## src/rtl/pattern_sequencer.sv

```systemverilog
// -----------------------------------------------------------------------------
// pattern_sequencer
//
// Clocked stimulus source. It holds a small pattern memory and zero-fills it
// after reset. On start it replays the first n stored patterns onto a
// WIDTH-bit bus, and holds each pattern for HOLD_CYCLES clocks.
//
// Ports
//   clk        in   1         single clock, rising edge
//   rst        in   1         synchronous, active-high reset
//   wr_en      in   1         pattern memory write strobe (IDLE / PLAY only)
//   wr_addr    in   ADDR_W    write address
//   wr_data    in   WIDTH     write data
//   start      in   1         begin replay (sampled in IDLE only)
//   num_pat    in   ADDR_W+1  patterns to replay; 0 ignored; >DEPTH clamps
//   abort      in   1         stop replay, return to IDLE
//   pat_out    out  WIDTH     current pattern
//   pat_valid  out  1         high while a pattern is being replayed
//   pat_last   out  1         high during the final pattern's hold window
//   busy       out  1         high in CLEAR or PLAY
//   clr_done   out  1         memory zero-fill complete
// -----------------------------------------------------------------------------
module pattern_sequencer #(
    parameter int WIDTH       = 6,
    parameter int DEPTH       = 16,
    parameter int ADDR_W      = 4,
    parameter int HOLD_CYCLES = 10
) (
    input  logic              clk,
    input  logic              rst,
    input  logic              wr_en,
    input  logic [ADDR_W-1:0] wr_addr,
    input  logic [WIDTH-1:0]  wr_data,
    input  logic              start,
    input  logic [ADDR_W:0]   num_pat,
    input  logic              abort,
    output logic [WIDTH-1:0]  pat_out,
    output logic              pat_valid,
    output logic              pat_last,
    output logic              busy,
    output logic              clr_done
);

    typedef enum logic [1:0] {
        S_CLEAR = 2'd0,
        S_IDLE  = 2'd1,
        S_PLAY  = 2'd2
    } state_t;

    localparam int                HOLD_W    = (HOLD_CYCLES > 1) ? $clog2(HOLD_CYCLES) : 1;
    localparam logic [HOLD_W-1:0] HOLD_LAST = HOLD_W'(HOLD_CYCLES - 1);
    localparam logic [ADDR_W:0]   DEPTH_V   = (ADDR_W + 1)'(DEPTH);
    localparam logic [ADDR_W-1:0] ADDR_LAST = ADDR_W'(DEPTH - 1);

    // Pattern memory. It has no reset; the CLEAR pass zero-fills it instead.
    logic [WIDTH-1:0] mem [DEPTH];

    state_t            state_reg;
    logic [ADDR_W-1:0] clr_addr_reg;
    logic [ADDR_W-1:0] idx_reg;        // index of the pattern now on pat_out
    logic [ADDR_W-1:0] last_idx_reg;   // n-1, latched at start
    logic [HOLD_W-1:0] hold_reg;
    logic [WIDTH-1:0]  pat_out_reg;
    logic              pat_valid_reg;
    logic              pat_last_reg;
    logic              busy_reg;
    logic              clr_done_reg;

    logic              start_ok;
    logic [ADDR_W:0]   n_clamped;
    logic [ADDR_W-1:0] n_last;
    logic [ADDR_W-1:0] idx_next;
    logic              hold_end;

    logic              mem_we;
    logic [ADDR_W-1:0] mem_waddr;
    logic [WIDTH-1:0]  mem_wdata;

    assign start_ok  = (state_reg == S_IDLE) && start && (num_pat != '0);
    assign n_clamped = (num_pat > DEPTH_V) ? DEPTH_V : num_pat;
    assign n_last    = ADDR_W'(n_clamped - 1'b1);
    assign idx_next  = idx_reg + 1'b1;
    assign hold_end  = (hold_reg == HOLD_LAST);

    // Single write port. The clear pass owns it in CLEAR. Otherwise user
    // writes go through. Nothing is written while reset is held.
    always_comb begin
        mem_we    = 1'b0;
        mem_waddr = wr_addr;
        mem_wdata = wr_data;
        if (!rst) begin
            if (state_reg == S_CLEAR) begin
                mem_we    = 1'b1;
                mem_waddr = clr_addr_reg;
                mem_wdata = '0;
            end else if (wr_en) begin
                mem_we = 1'b1;
            end
        end
    end

    always_ff @(posedge clk) begin
        if (mem_we) begin
            mem[mem_waddr] <= mem_wdata;
        end
    end

    // Control FSM with registered outputs. Loads read mem with non-blocking
    // semantics. A write to the address being loaded on the same edge
    // therefore yields the old word (read-before-write).
    always_ff @(posedge clk) begin
        if (rst) begin
            state_reg     <= S_CLEAR;
            clr_addr_reg  <= '0;
            idx_reg       <= '0;
            last_idx_reg  <= '0;
            hold_reg      <= '0;
            pat_out_reg   <= '0;
            pat_valid_reg <= 1'b0;
            pat_last_reg  <= 1'b0;
            busy_reg      <= 1'b1;
            clr_done_reg  <= 1'b0;
        end else begin
            case (state_reg)
                S_CLEAR: begin
                    clr_addr_reg <= clr_addr_reg + 1'b1;
                    if (clr_addr_reg == ADDR_LAST) begin
                        state_reg    <= S_IDLE;
                        busy_reg     <= 1'b0;
                        clr_done_reg <= 1'b1;
                    end
                end

                S_IDLE: begin
                    if (start_ok) begin
                        state_reg     <= S_PLAY;
                        idx_reg       <= '0;
                        last_idx_reg  <= n_last;
                        hold_reg      <= '0;
                        pat_out_reg   <= mem[0];
                        pat_valid_reg <= 1'b1;
                        pat_last_reg  <= (n_last == '0);
                        busy_reg      <= 1'b1;
                    end
                end

                S_PLAY: begin
                    // abort wins over a pattern advance on the same edge.
                    if (abort || (hold_end && (idx_reg == last_idx_reg))) begin
                        state_reg     <= S_IDLE;
                        pat_valid_reg <= 1'b0;
                        pat_last_reg  <= 1'b0;
                        busy_reg      <= 1'b0;
                    end else if (hold_end) begin
                        idx_reg      <= idx_next;
                        hold_reg     <= '0;
                        pat_out_reg  <= mem[idx_next];
                        pat_last_reg <= (idx_next == last_idx_reg);
                    end else begin
                        hold_reg <= hold_reg + 1'b1;
                    end
                end

                default: begin
                    state_reg    <= S_CLEAR;
                    clr_addr_reg <= '0;
                    busy_reg     <= 1'b1;
                end
            endcase
        end
    end

    assign pat_out   = pat_out_reg;
    assign pat_valid = pat_valid_reg;
    assign pat_last  = pat_last_reg;
    assign busy      = busy_reg;
    assign clr_done  = clr_done_reg;

endmodule

```

## config.mk

```make
export PLATFORM = sky130hd
export DESIGN_NAME = pattern_sequencer
export DESIGN_NICKNAME = d
export VERILOG_FILES = /design/src/rtl/pattern_sequencer.sv
export SDC_FILE = /design/constraint.sdc
export NUM_CORES = 1
export LEC_CHECK = 0
export CELL_PAD_IN_SITES_DETAIL_PLACEMENT = 0
export CELL_PAD_IN_SITES_GLOBAL_PLACEMENT = 2
export CORE_MARGIN = 4
export CORE_UTILIZATION = 45
export DETAILED_ROUTE_END_ITERATION = 7
export DONT_BUFFER_PORTS = 1
export PLACE_DENSITY = 0.81
export SETUP_SLACK_MARGIN = 0.4
export SLEW_MARGIN = 10
export SYNTH_ARGS = -nofsm -noshare
export SYNTH_HDL_FRONTEND = slang
export SYNTH_SLANG_ARGS = --single-unit
```

## constraint.sdc

```tcl
create_clock -name clk -period 2.7 [get_ports clk]
set_clock_uncertainty 0.1 [all_clocks]
set_input_delay 0 -clock clk [delete_from_list [all_inputs] [get_ports clk]]
set_output_delay 0 -clock clk [all_outputs]
set_load 0.02 [all_outputs]
```

### Word-level counts from Yosys, hierarchy flattened

Memory sizes are Yosys's and may differ from the RTL's.
Cells that the tools add are included.

* register bits after elaboration: 28
* memory bits (writable): 96
* bits of input ports: 20
* output and inout bits: 10
* word-level logic and storage cells: 79
* memories kept: 1

* $add $sub $neg: 4
* magnitude comparators: 1
* eq/ne operators: 12
* multiplexer cells: 35
* reduce and logical (&&, ||, !) cells: 16

Memories
* mem: depth 16, width 6, rd ports 2, clocked after Yosys merged registers in 0, wr ports 1, line 56 `logic [WIDTH-1:0] mem [DEPTH];`

Operator list (count)
* 2-to-1 mux 4 bit: 8
* 2-to-1 mux 6 bit: 5
* case mux 4 bit (2 select lines): 3
* adder 4 x 1 -> 4 bit (second input constant): 3
* case mux 6 bit (2 select lines): 1
* AND reduction 3 bit: 4
* 2-to-1 mux 1 bit: 11
* equality test 4 bit: 2
* equality test 4 bit (second input constant): 2
* inequality test 2 bit (second input constant): 4
* 2-to-1 mux 2 bit: 3
* case mux 2 bit (3 select lines): 1
* > comparator 5 bit (second input constant): 1
* nonzero test 5 bit: 1
* zero test 4 bit: 1
* case mux 1 bit (2 select lines): 2
* AND reduction 2 bit: 2
* AND reduction 4 bit: 1
* subtractor 4 x 1 -> 4 bit (second input constant): 1
* logical AND 1 bit: 3
* inequality test 3 bit (second input constant): 1
* case mux 1 bit (3 select lines): 1
* equality test 2 x 1 -> 1 bit (second input constant): 1
* equality test 2 bit (second input constant): 1
* other kinds (5): 5

### Logic depth before layout (Yosys ltp)

Gate-level depths: netlist of run 1.

* depth after elaboration: 6
* mapped depth: 8
* mapped depth without buffers: 8

### Least setup slack after synthesis of run 1

OpenSTA, ideal clock, no wires.

* path kind: register to register
* from: reg idx_reg[0]
* to: reg pat_out_reg[4] (netlist: pat_out[4])
* library setup time: 134 ps
* arrival time: 1864 ps
* required time: 2466 ps
* slack: 602 ps
* cell stages (with the launch flop): 9
* path buffers: 2
* clock period less this slack: 2098 ps
* path through: dfxtp_1 -> ha_1 -> buf_2 -> buf_1 -> mux4_2 -> mux2i_1 -> nor3_1 -> nor4_1 -> a211oi_1

* word-level cells in the longest chain between the ends: 5
* elaborated cells between the ends (all ways): 10
* those cells by class: 1 x add/sub; 2 x eq/ne; 3 x mux; 3 x reduce/logical; 1 x memory

RTL lines
* start: declaration: line 60 `logic [ADDR_W-1:0] idx_reg;`
* start signal: assignment: line 155 `idx_reg <= idx_next;`
* adder 4 x 1 -> 4 bit / equality test 4 bit (equally long branches): line 82, 149
* memory (16 x 6 bit) / logical AND 1 bit (equally long branches)
* 2-to-1 mux 6 bit / logical OR 1 bit (equally long branches): line 154, 149
* 2-to-1 mux 6 bit / inequality test 2 bit (equally long branches)
* case mux 6 bit (2 select lines) / AND reduction 4 bit (equally long branches)
* end signal: assignment: line 140 `pat_out_reg <= mem[0];`
* end signal: assignment: line 157 `pat_out_reg <= mem[idx_next];`
* end: declaration: line 63 `logic [WIDTH-1:0] pat_out_reg;`

Several ways; a longest one is shown, not always the timed one. The select of a mux whose other input is x is not followed.
A chain may end at the register's enable or synchronous reset.

### Final worst setup path of run 1

* from: reg state_reg[0]
* to: mem mem[2][4], enable pin

* word-level cells in the longest chain between the ends: 5
* elaborated cells between the ends (all ways): 7
* those cells by class: 6 x mux; 1 x reduce/logical

RTL lines
* start: declaration: line 58 `state_t state_reg;`
* start signal: assignment: line 113 `state_reg <= S_CLEAR;`
* start signal: assignment: line 128 `state_reg <= S_IDLE;`
* start signal: assignment: line 136 `state_reg <= S_PLAY;`
* zero test 2 bit (*): line 92 `if (state_reg == S_CLEAR) begin`
* 2-to-1 mux 1 bit: line 92
* 2-to-1 mux 1 bit: line 91 `if (!rst) begin`
* 2-to-1 mux 1 bit: line 103 `if (mem_we) begin`
* 2-to-1 mux 1 bit (not written as such): line 104 `mem[mem_waddr] <= mem_wdata;`
* end: declaration: line 56

Mark *: on every way between the ends. The rest lies on a longest branch, timed or not.

==> impl_metrics.py, run 1 <==
metrics = {
    "setup_path": {
        "required_ps": 2650,
        "endpoint_kind": "flop",
        "path_cells": "inv_1, ha_1, nand2_1, buf_4, mux2_2, nand2_1, nor2_1",
        "cp_top_family": "simple AND/OR/NAND/NOR gates",
        "cp_data_arrival_time_ps": 2210,
        "path_common_cell": "nand2_1",
        "cp_num_buf_inv": 2,
        "worstSetupStartpointType": "flop",
        "worstSetupPathType": "reg2reg",
        "critPathMaxStageDelay_ps": 450,
        "crit_slowest_cell": "nor2_1",
        "cp_max_fo": 15,
    },
    "floorplan": {
        "num_io_pins": 30,
        "num_rows": 40,
        "fp.dieH_um": 119,
        "die_x_um": 119,
        "start_util_pct": 46.3,
        "fp.coreArea_um2": 12100,
        "fp.dieArea_um2": 14200,
    },
    "finish": {
        "drive_gt1_share_pct": 19.1,
        "insertedDiodeCount": 0,
        "nets": 461,
        "final_core_util_pct": 55.5,
        "design_area_um2": 6690,
        "layout_commonest_cell": "edfxtp_1",
        "largest_reg_flops": 96,
        "fin_cells": 613,
        "mostFrequentLayoutCells": "96 x edfxtp_1, 34 x nor2_1, 27 x dfxtp_1, 24 x mux4_2, 22 x nand2_1",
        "syn_to_final_growth_pct": 19.8,
    },
    "synth": {
        "synth_edf_count": 96,
        "ys_seq_elements": 124,
        "syn-num-nets": 432,
        "synth_top_area_cell": "edfxtp_1",
        "ys_warn_count": 0,
        "synth_flop_cell": "edfxtp_1",
        "yosys.area.top_type_share_pct": 51.6,
        "synth_area_per_cell_um2": 13.9,
        "syn_inst": 403,
        "yosysSeqAreaShare_pct": 61.7,
        "synth.area.top_cells": "edfxtp_1 52%, dfxtp_1 10%, mux4_2 9.7%",
        "synthDistinctLibCells": 49,
        "syn_area_um2": 5580,
        "synthArstFlopShare_pct": 0,
    },
    "power": {
        "p_sw_share_pct": 20.7,
        "leakage_nw": 2.25,
        "switchingPower_mw": 1.01,
        "total_power_mw": 4.89,
        "internal_power_mw": 3.87,
        "p_per_area_nw_per_um2": 731,
        "combPwrFrac_pct": 6.1,
        "p_clk_share_pct": 49.4,
        "seqPwrFrac_pct": 44.6,
        "ir_drop_mv": 0.520,
    },
    "cts": {
        "cts_num_sinks": 124,
        "htree_levels": 4,
        "cts_buffers": 17,
        "cts.path.max_buffers": 2,
        "clock_latency_ps": 420,
        "cts_root_buffer": "clkbuf_16",
        "cts_tree": "built",
        "clkTransAtPathRegs_ps": 50,
    },
    "placement": {
        "dp.cells": 561,
        "routabilityCongestion": 0.808,
        "place_area_um2": 5770,
        "io_buffers": 0,
        "pre_cts_slack_ps": 430,
        "post-dp-hpwl_um": 8260,
    },
    "sta": {
        "finalSetupViolations": 0,
        "whs_ps": 29.4,
        "grt_setup_unrepaired": "true",
        "final_max_slew_viol_count": 0,
        "period_share_pct": 83.7,
        "slew_headroom_pct": 54.3,
        "final.min_clock_period_ps": 2260,
        "fin_ws_ps": 439,
        "tightestPinTransition_ps": 686,
        "fmax_ghz": 0.442,
        "tns_ps": 0,
        "finalHoldViolCount": 0,
    },
    "drt": {
        "route.vias.total": 3368,
        "drcViolationCount": 0,
        "viasPerCell": 5.49,
        "wl_per_cell_um": 20.6,
        "drt_first_pass_iters": 5,
        "drt_iter0_markers": 164,
        "wirelength_um": 12600,
        "ant_nets": 0,
    },
    "global_route": {
        "grt_usage_pct": 18.9,
        "antenna_found_initial": 0,
        "grt_pass1_wl_um": 20100,
        "grt_pass1_vias": 3523,
        "grt_start_max_net_pins": 27,
        "overflow": 0,
    },
    "job": {
        "cap_violations": 0,
    },
    "min_path": {
        "hold_path.class": "in2reg",
    },
    "outcome": {
        "status": "completed",
    },
}
==> path summary, 6_finish.rpt <==
| kind | endpoint | slack [ps] | from | depth (start not counted) |
|---|---|---|---|---|
| worst max-delay path | mem[2][4] | 440 | state_reg[0] | 7 |
| worst min register to register | state_reg[1] | 400 | state_reg[1] | 2 |
| worst min-delay path | pat_valid | 30 | num_pat[3] | 4 |
| worst max register to register | mem[2][4] | 440 | state_reg[0] | 7 |
==> Yosys cell counts (9+ instances only) <==
| library cell | instances |
|---|---|
| a211oi_1 | 9 |
| a21oi_1 | 17 |
| clkbuf_1 | 11 |
| dfxtp_1 | 28 |
| edfxtp_1 | 96 |
| ha_1 | 9 |
| inv_1 | 17 |
| mux2i_1 | 14 |
| mux4_2 | 24 |
| nand2_1 | 22 |
| nor2_1 | 40 |
==> kinds of logic (layout without fill, tap and decap cells) <==
group / after synthesis / after routing / synth area share (%)
AND/OR/NAND/NOR: 114 / 114 / 10.0
multiplexers: 39 / 39 / 12.4
adder cells (fa/ha/maj): 9 / 9 / 2.02
buffers and inverters: 40 / 82 / 3.50
flip-flops: 124 / 124 / 61.7
XOR/XNOR: 13 / 13 / 2.31
AO/OA/AOI/OAI: 64 / 64 / 8.09
==> worst register-to-register path, cell delays in order, from the launching register on <==
cell and delay (ps):
dfxtp_1 310, inv_1 100, ha_1 250, nand2_1 110, buf_4 190, mux2_2 240, nand2_1 150, nor2_1 450
==> final cells by class <==
type	instances	area, µm²
Clock buffer	24	492
Tap cell	168	210
Multi-Input combinational cell	239	2000
Timing Repair Buffer	33	342
Fill cell	982	5370
Sequential cell	124	3450
Clock inverter	8	139
Inverter	17	63.8
==> routing by layer <==
layer / routed length, µm / vias to the layer above / global-route usage, %
met5: 0 / - / 0
met4: 184 / 0 / 7.02
met3: 727 / 15 / 5.98
met2: 6200 / 97 / 29.8
met1: 5490 / 1660 / 24.6
li1: - / 1596 / -
==> power groups by stage <==
stage	Combinational [mW]	Clock (mW)	Sequential, mW
6_report	0.296	2.41	2.18
5_1_grt	0.333	2.54	2.18
4_1_cts	0.293	2.44	2.18
3_5_place_dp	0.260	0	2.22
3_3_place_gp	0.254	0	2.22
2_1_floorplan	0.201	0	2.20
==> timing repair <==
item	CTS	global route
endpoints found under the hold margin	39	0
hold buffers	19	0
gates resized for setup	0	17
endpoints found under the setup margin	0	76
buffers inserted	0	0
Note: power is estimated with default switching activity, not from simulation.
==> inputs of run 2 (changes only) <==
clock period = 2.15 ns   (was 2.7 ns; I/O delays follow)
==> run 2 against run 1 <==
The run now ends with negative hold slack left; cell count grew 3.8%; sequential share of layout area decreased by 4.6 points; non-clock buffer count is 24 higher; die area did not move; first-iteration DRC count increased by 2.4%; combinational power up 84%; power up 22%; clock power up 11%; core utilization increased by 5.5 points; via count grew 2.8%; setup slack lost 300 ps; critical path type unchanged; largest cell class unchanged; highest routed layer unchanged.
==> impl_metrics.py, run 2 (same netlist as run 1, synthesis figures left out) <==
metrics = {
    "outcome": {
        "status": "finished with violations",
        "failed_checks": "negative hold slack",
    },
    "sta": {
        "final.min_clock_period_ps": 2010,
        "finalSetupViolations": 0,
        "finalHoldViolCount": 26,
        "grt_setup_unrepaired": "true",
        "period_share_pct": 93.6,
        "slew_headroom_pct": 72.0,
        "fin_ws_ps": 137,
        "whs_ps": -243,
        "tightestPinTransition_ps": 417,
        "fmax_ghz": 0.497,
        "final_max_slew_viol_count": 0,
    },
    "setup_path": {
        "worstSetupPathType": "reg2reg",
        "required_ps": 2330,
        "endpoint_kind": "flop",
        "cp_max_fo": 7,
        "reg2reg_setup_slack_ps": 140,
        "worstSetupStartpointType": "flop",
        "cp_data_arrival_time_ps": 2190,
    },
    "floorplan": {
        "num_rows": 40,
        "num_io_pins": 30,
        "start_util_pct": 46.3,
        "fp.dieH_um": 119,
        "fp.dieArea_um2": 14200,
        "die_x_um": 119,
        "fp.coreArea_um2": 12100,
    },
    "placement": {
        "dp.cells": 565,
        "post-dp-hpwl_um": 7870,
        "pre_cts_slack_ps": -96.4,
        "place_area_um2": 6070,
        "io_buffers": 0,
        "routabilityCongestion": 0.770,
    },
    "global_route": {
        "grt_start_max_net_pins": 28,
        "grt_pass1_wl_um": 19800,
        "grt_usage_pct": 18.5,
        "antenna_found_initial": 0,
        "grt_pass1_vias": 3523,
        "overflow": 0,
    },
    "finish": {
        "largest_reg_flops": 96,
        "nets": 485,
        "design_area_um2": 7360,
        "insertedDiodeCount": 0,
        "layout_commonest_cell": "edfxtp_1",
        "syn_to_final_growth_pct": 31.8,
        "mostFrequentLayoutCells": "96 x edfxtp_1, 29 x buf_4, 24 x mux4_2, 22 x dfxtp_1, 21 x nor2_1",
        "drive_gt1_share_pct": 37.0,
        "fin_cells": 636,
    },
    "drt": {
        "drt_iter0_markers": 168,
        "wirelength_um": 12600,
        "ant_nets": 0,
        "route.vias.total": 3461,
        "drt_first_pass_iters": 4,
        "drcViolationCount": 0,
        "viasPerCell": 5.44,
        "wl_per_cell_um": 19.7,
    },
    "cts": {
        "clkTransAtPathRegs_ps": 50,
        "htree_levels": 4,
        "cts_buffers": 17,
        "cts.path.max_buffers": 2,
        "cts_num_sinks": 124,
        "cts_root_buffer": "clkbuf_16",
        "cts_tree": "built",
        "clock_latency_ps": 410,
    },
    "power": {
        "leakage_nw": 2.44,
        "p_per_area_nw_per_um2": 810,
        "ir_drop_mv": 0.679,
    },
    "job": {
        "cap_violations": 0,
    },
    "min_path": {
        "hold_path.class": "in2reg",
    },
}
run 2: changes by cell type in the layout (fill, tap and decap cells not counted), moves of 6 or more:
| cell | change |
|---|---|
| nor2_1 | -13 |
| o21ai_1 | +6 |
| nor2_4 | +18 |
| o21ai_0 | -6 |
| buf_4 | +19 |
| dlygate4sd3_1 | -6 |
| buf_12 | +6 |
run 2: area by class of cell:
cell class	instances	area [µm²]
clock buffers	19	433
clock inverters	12	125
fillers	882	4710
inverters	17	63.8
multi-input cells	239	2440
flip-flops and latches	124	3450
well taps	168	210
repair buffers	57	631
run 2: worst max-delay path, stage by stage (launching register included):
cell and delay [ps]:
dfxtp_4 380, buf_6 130, buf_12 140, mux4_2 500
mux2i_1 180, o31ai_2 100, nor4_4 280, a211oi_1 80
run 2: layer usage:
metal	part of all wire [%]	global-route usage, %	vias up
li1	-	-	1649
met4	0.64	6.01	0
met1	45	24.6	1742
met3	3.5	4.94	7
met5	0	0	-
met2	51	29.8	63
run 2: repair_timing:
action | in CTS | in global routing
gates cloned | 1 | 2
hold buffers | 12 | 3
buffers inserted | 11 | 12
pin swaps | 19 | 16
endpoints found under the setup margin | 179 | 180
endpoints found under the hold margin | 170 | 71
gates resized for setup | 36 | 29
run 2: path summary, 6_finish.rpt:
check             startpoint           end  cells after the start
hold / removal           rst  state_reg[1]                      2
hold reg to reg   idx_reg[1]    idx_reg[1]                      2
setup / recovery  idx_reg[0]    pat_out[4]                      7
setup reg to reg  idx_reg[0]    pat_out[4]                      7
run 2: per-stage QoR:
stage          utilization, %  total power [mW]  TNS [ps]  hold WS [ps]
3_3_place_gp             50.3              3.18     -50.2         -32.9
3_5_place_dp             50.3              3.19      -121         -32.6
5_1_grt                  61.0              6.18         0          -241
4_1_cts                  58.6              5.95         0          -258
2_1_floorplan               -              3.10         0           108
6_report                 61.0              5.96         0          -243
run 2: power by group:
group	switching, mW	leakage, nW	total, mW	internal (mW)
clock network	0.989	0.272	2.68	1.69
registers	0.0711	1.11	2.74	2.67
logic	0.319	1.06	0.546	0.227
==> inputs of run 3 (changes only) <==
--- a/config.mk
+++ b/config.mk
@@ -9,8 +9,9 @@
 export CELL_PAD_IN_SITES_GLOBAL_PLACEMENT = 2
 export CORE_MARGIN = 4
-export CORE_UTILIZATION = 45
+export CORE_UTILIZATION = 47
+export CTS_BUF_LIST = sky130_fd_sc_hd__clkbuf_2
 export DETAILED_ROUTE_END_ITERATION = 7
 export DONT_BUFFER_PORTS = 1
-export PLACE_DENSITY = 0.81
+export PLACE_DENSITY = 0.84
 export SETUP_SLACK_MARGIN = 0.4
 export SLEW_MARGIN = 10
==> constraint.sdc (replaced) <==
create_clock -name clk -period 2.15 [get_ports clk]
set_clock_uncertainty 0.1 [all_clocks]
set_input_delay 0.215 -clock clk [delete_from_list [all_inputs] [get_ports clk]]
set_output_delay 0.215 -clock clk [all_outputs]
set_load 0.02 [all_outputs]
==> run 3 against run 2 <==
The run now ends clean; design area decreased by 1.5%; first-iteration DRC count increased by 51%; combinational power is 6.8% higher; fmax down 6.0%; register-to-register slack got worse by 40 ps; global-route usage is 1.9 points higher; clock-buffer cell count is 1 lower.
==> impl_metrics.py, run 3 (same netlist as run 1, synthesis figures left out) <==
metrics = {
    "setup_path": {
        "worstSetupStartpointType": "primary input",
        "path_cells": "dlygate4sd3_1, or3_1, o31ai_4, dlygate4sd3_1, nand2_1, a31oi_1, a311oi_2",
        "timing.rr.start": "idx_reg[0]",
        "cp_num_buf_inv": 2,
        "cp_max_fo": 5,
        "cp_top_family": "buffers and inverters",
        "required_ps": 2610,
        "worstSetupPathType": "in2reg",
        "endpoint_kind": "flop",
        "crit_start": "num_pat[2]",
        "crit_slowest_cell": "dlygate4sd3_1",
        "path_common_cell": "dlygate4sd3_1",
        "cp_data_arrival_time_ps": 2600,
        "critPathMaxStageDelay_ps": 620,
    },
    "job": {
        "cap_violations": 0,
    },
    "cts": {
        "cts_tree": "built",
        "cts_buffers": 17,
        "clkTransAtPathRegs_ps": 190,
        "cts_root_buffer": "clkbuf_2",
        "clock_latency_ps": 650,
        "cts.path.max_buffers": 2,
        "htree_levels": 4,
        "cts_num_sinks": 124,
    },
    "sta": {
        "whs_ps": 83.5,
        "final.min_clock_period_ps": 2140,
        "slew_headroom_pct": 65.8,
        "fin_ws_ps": 9.02,
        "tns_ps": 0,
        "tightestPinTransition_ps": 510,
        "finalHoldViolCount": 0,
        "final_max_slew_viol_count": 0,
        "period_share_pct": 99.6,
        "finalSetupViolations": 0,
        "grt_setup_unrepaired": "true",
        "fmax_ghz": 0.467,
    },
    "floorplan": {
        "fp.coreArea_um2": 11500,
        "num_io_pins": 30,
        "num_rows": 39,
        "die_x_um": 117,
        "start_util_pct": 48.5,
        "fp.dieArea_um2": 13700,
        "fp.dieH_um": 117,
    },
    "global_route": {
        "overflow": 0,
        "grt_start_max_net_pins": 28,
        "grt_pass1_vias": 3557,
        "antenna_found_initial": 0,
        "grt_usage_pct": 20.5,
        "grt_pass1_wl_um": 20400,
    },
    "drt": {
        "route.vias.total": 3620,
        "drt_iter0_markers": 253,
        "drcViolationCount": 0,
        "ant_nets": 0,
        "viasPerCell": 5.67,
        "wl_per_cell_um": 21.0,
        "drt_first_pass_iters": 5,
        "wirelength_um": 13400,
    },
    "power": {
        "total_power_mw": 4.56,
        "ir_drop_mv": 0.465,
        "p_per_area_nw_per_um2": 629,
        "leakage_nw": 2.42,
    },
    "placement": {
        "post-dp-hpwl_um": 8530,
        "pre_cts_slack_ps": 52.7,
        "dp.cells": 547,
        "routabilityCongestion": 0.767,
        "io_buffers": 0,
    },
    "finish": {
        "fin_cells": 638,
        "mostFrequentLayoutCells": "96 x edfxtp_1, 35 x buf_4, 24 x mux4_2, 24 x dlygate4sd3_1",
        "syn_to_final_growth_pct": 29.8,
        "layout_commonest_cell": "edfxtp_1",
        "insertedDiodeCount": 0,
        "largest_reg_flops": 96,
        "nets": 511,
        "fillers": 857,
        "drive_gt1_share_pct": 39.4,
    },
    "min_path": {
        "hold_path.class": "in2reg",
        "hold_start": "num_pat[3]",
    },
    "outcome": {
        "status": "completed",
    },
}
run 3: where the power goes:
group	switching [mW]	leakage, nW	internal (mW)
combinational	0.329	1.19	0.254
clock	0.840	0.119	0.398
sequential	0.0760	1.11	2.66
total	1.25	2.42	3.31
run 3: path summary, 6_finish.rpt:
path             endpoint  slack, ps  depth (start not counted)
min             pat_valid         80                          4
min reg2reg  state_reg[1]        430                          2
max           hold_reg[2]          9                          7
max reg2reg    pat_out[5]        100                          7
run 3: layout make-up:
type                    instances  area, µm²  area share [%]
multi-input cells             239       2460            34.0
well taps                     143        179            2.47
clock inverters                14        105            1.45
repair buffers                 83        873            12.1
inverters                      17       71.3           0.984
flip-flops and latches        124       3460            47.8
clock buffers                  18       90.1            1.24
run 3: worst register-to-register path, cell delays in order (launching register included):
cell       delay (ps)
dfxtp_4           430
buf_6             130
clkbuf_16         160
mux4_2            490
mux2i_1           140
o31ai_1            90
nor4_1            320
a211oi_1           70
run 3: stage by stage:
stage / cell area [µm²] / utilization, %
floorplan: 5880 / -
finish: 7250 / 62.9
global placement: 6100 / 53.0
global route: 7250 / 62.9
detailed placement: 6100 / 53.0
CTS: 6810 / 59.1
run 3: what timing repair did:
| item | CTS | global route |
|---|---|---|
| hold buffers | 17 | 10 |
| hold endpoints to repair | 220 | 51 |
| endpoints found under the setup margin | 154 | 117 |
| gates resized for setup | 40 | 49 |
| pin swaps | 20 | 30 |
| buffers inserted | 18 | 12 |
| gates cloned | 1 | 1 |
run 3: layer usage:
metal / vias to the layer above / GRT usage, % / part of all wire [%]
met5: - / 0 / 0
met4: 0 / 4.36 / 1.0
met3: 11 / 6.12 / 6.3
met2: 104 / 32.6 / 49
met1: 1807 / 28.2 / 43
li1: 1698 / - / -
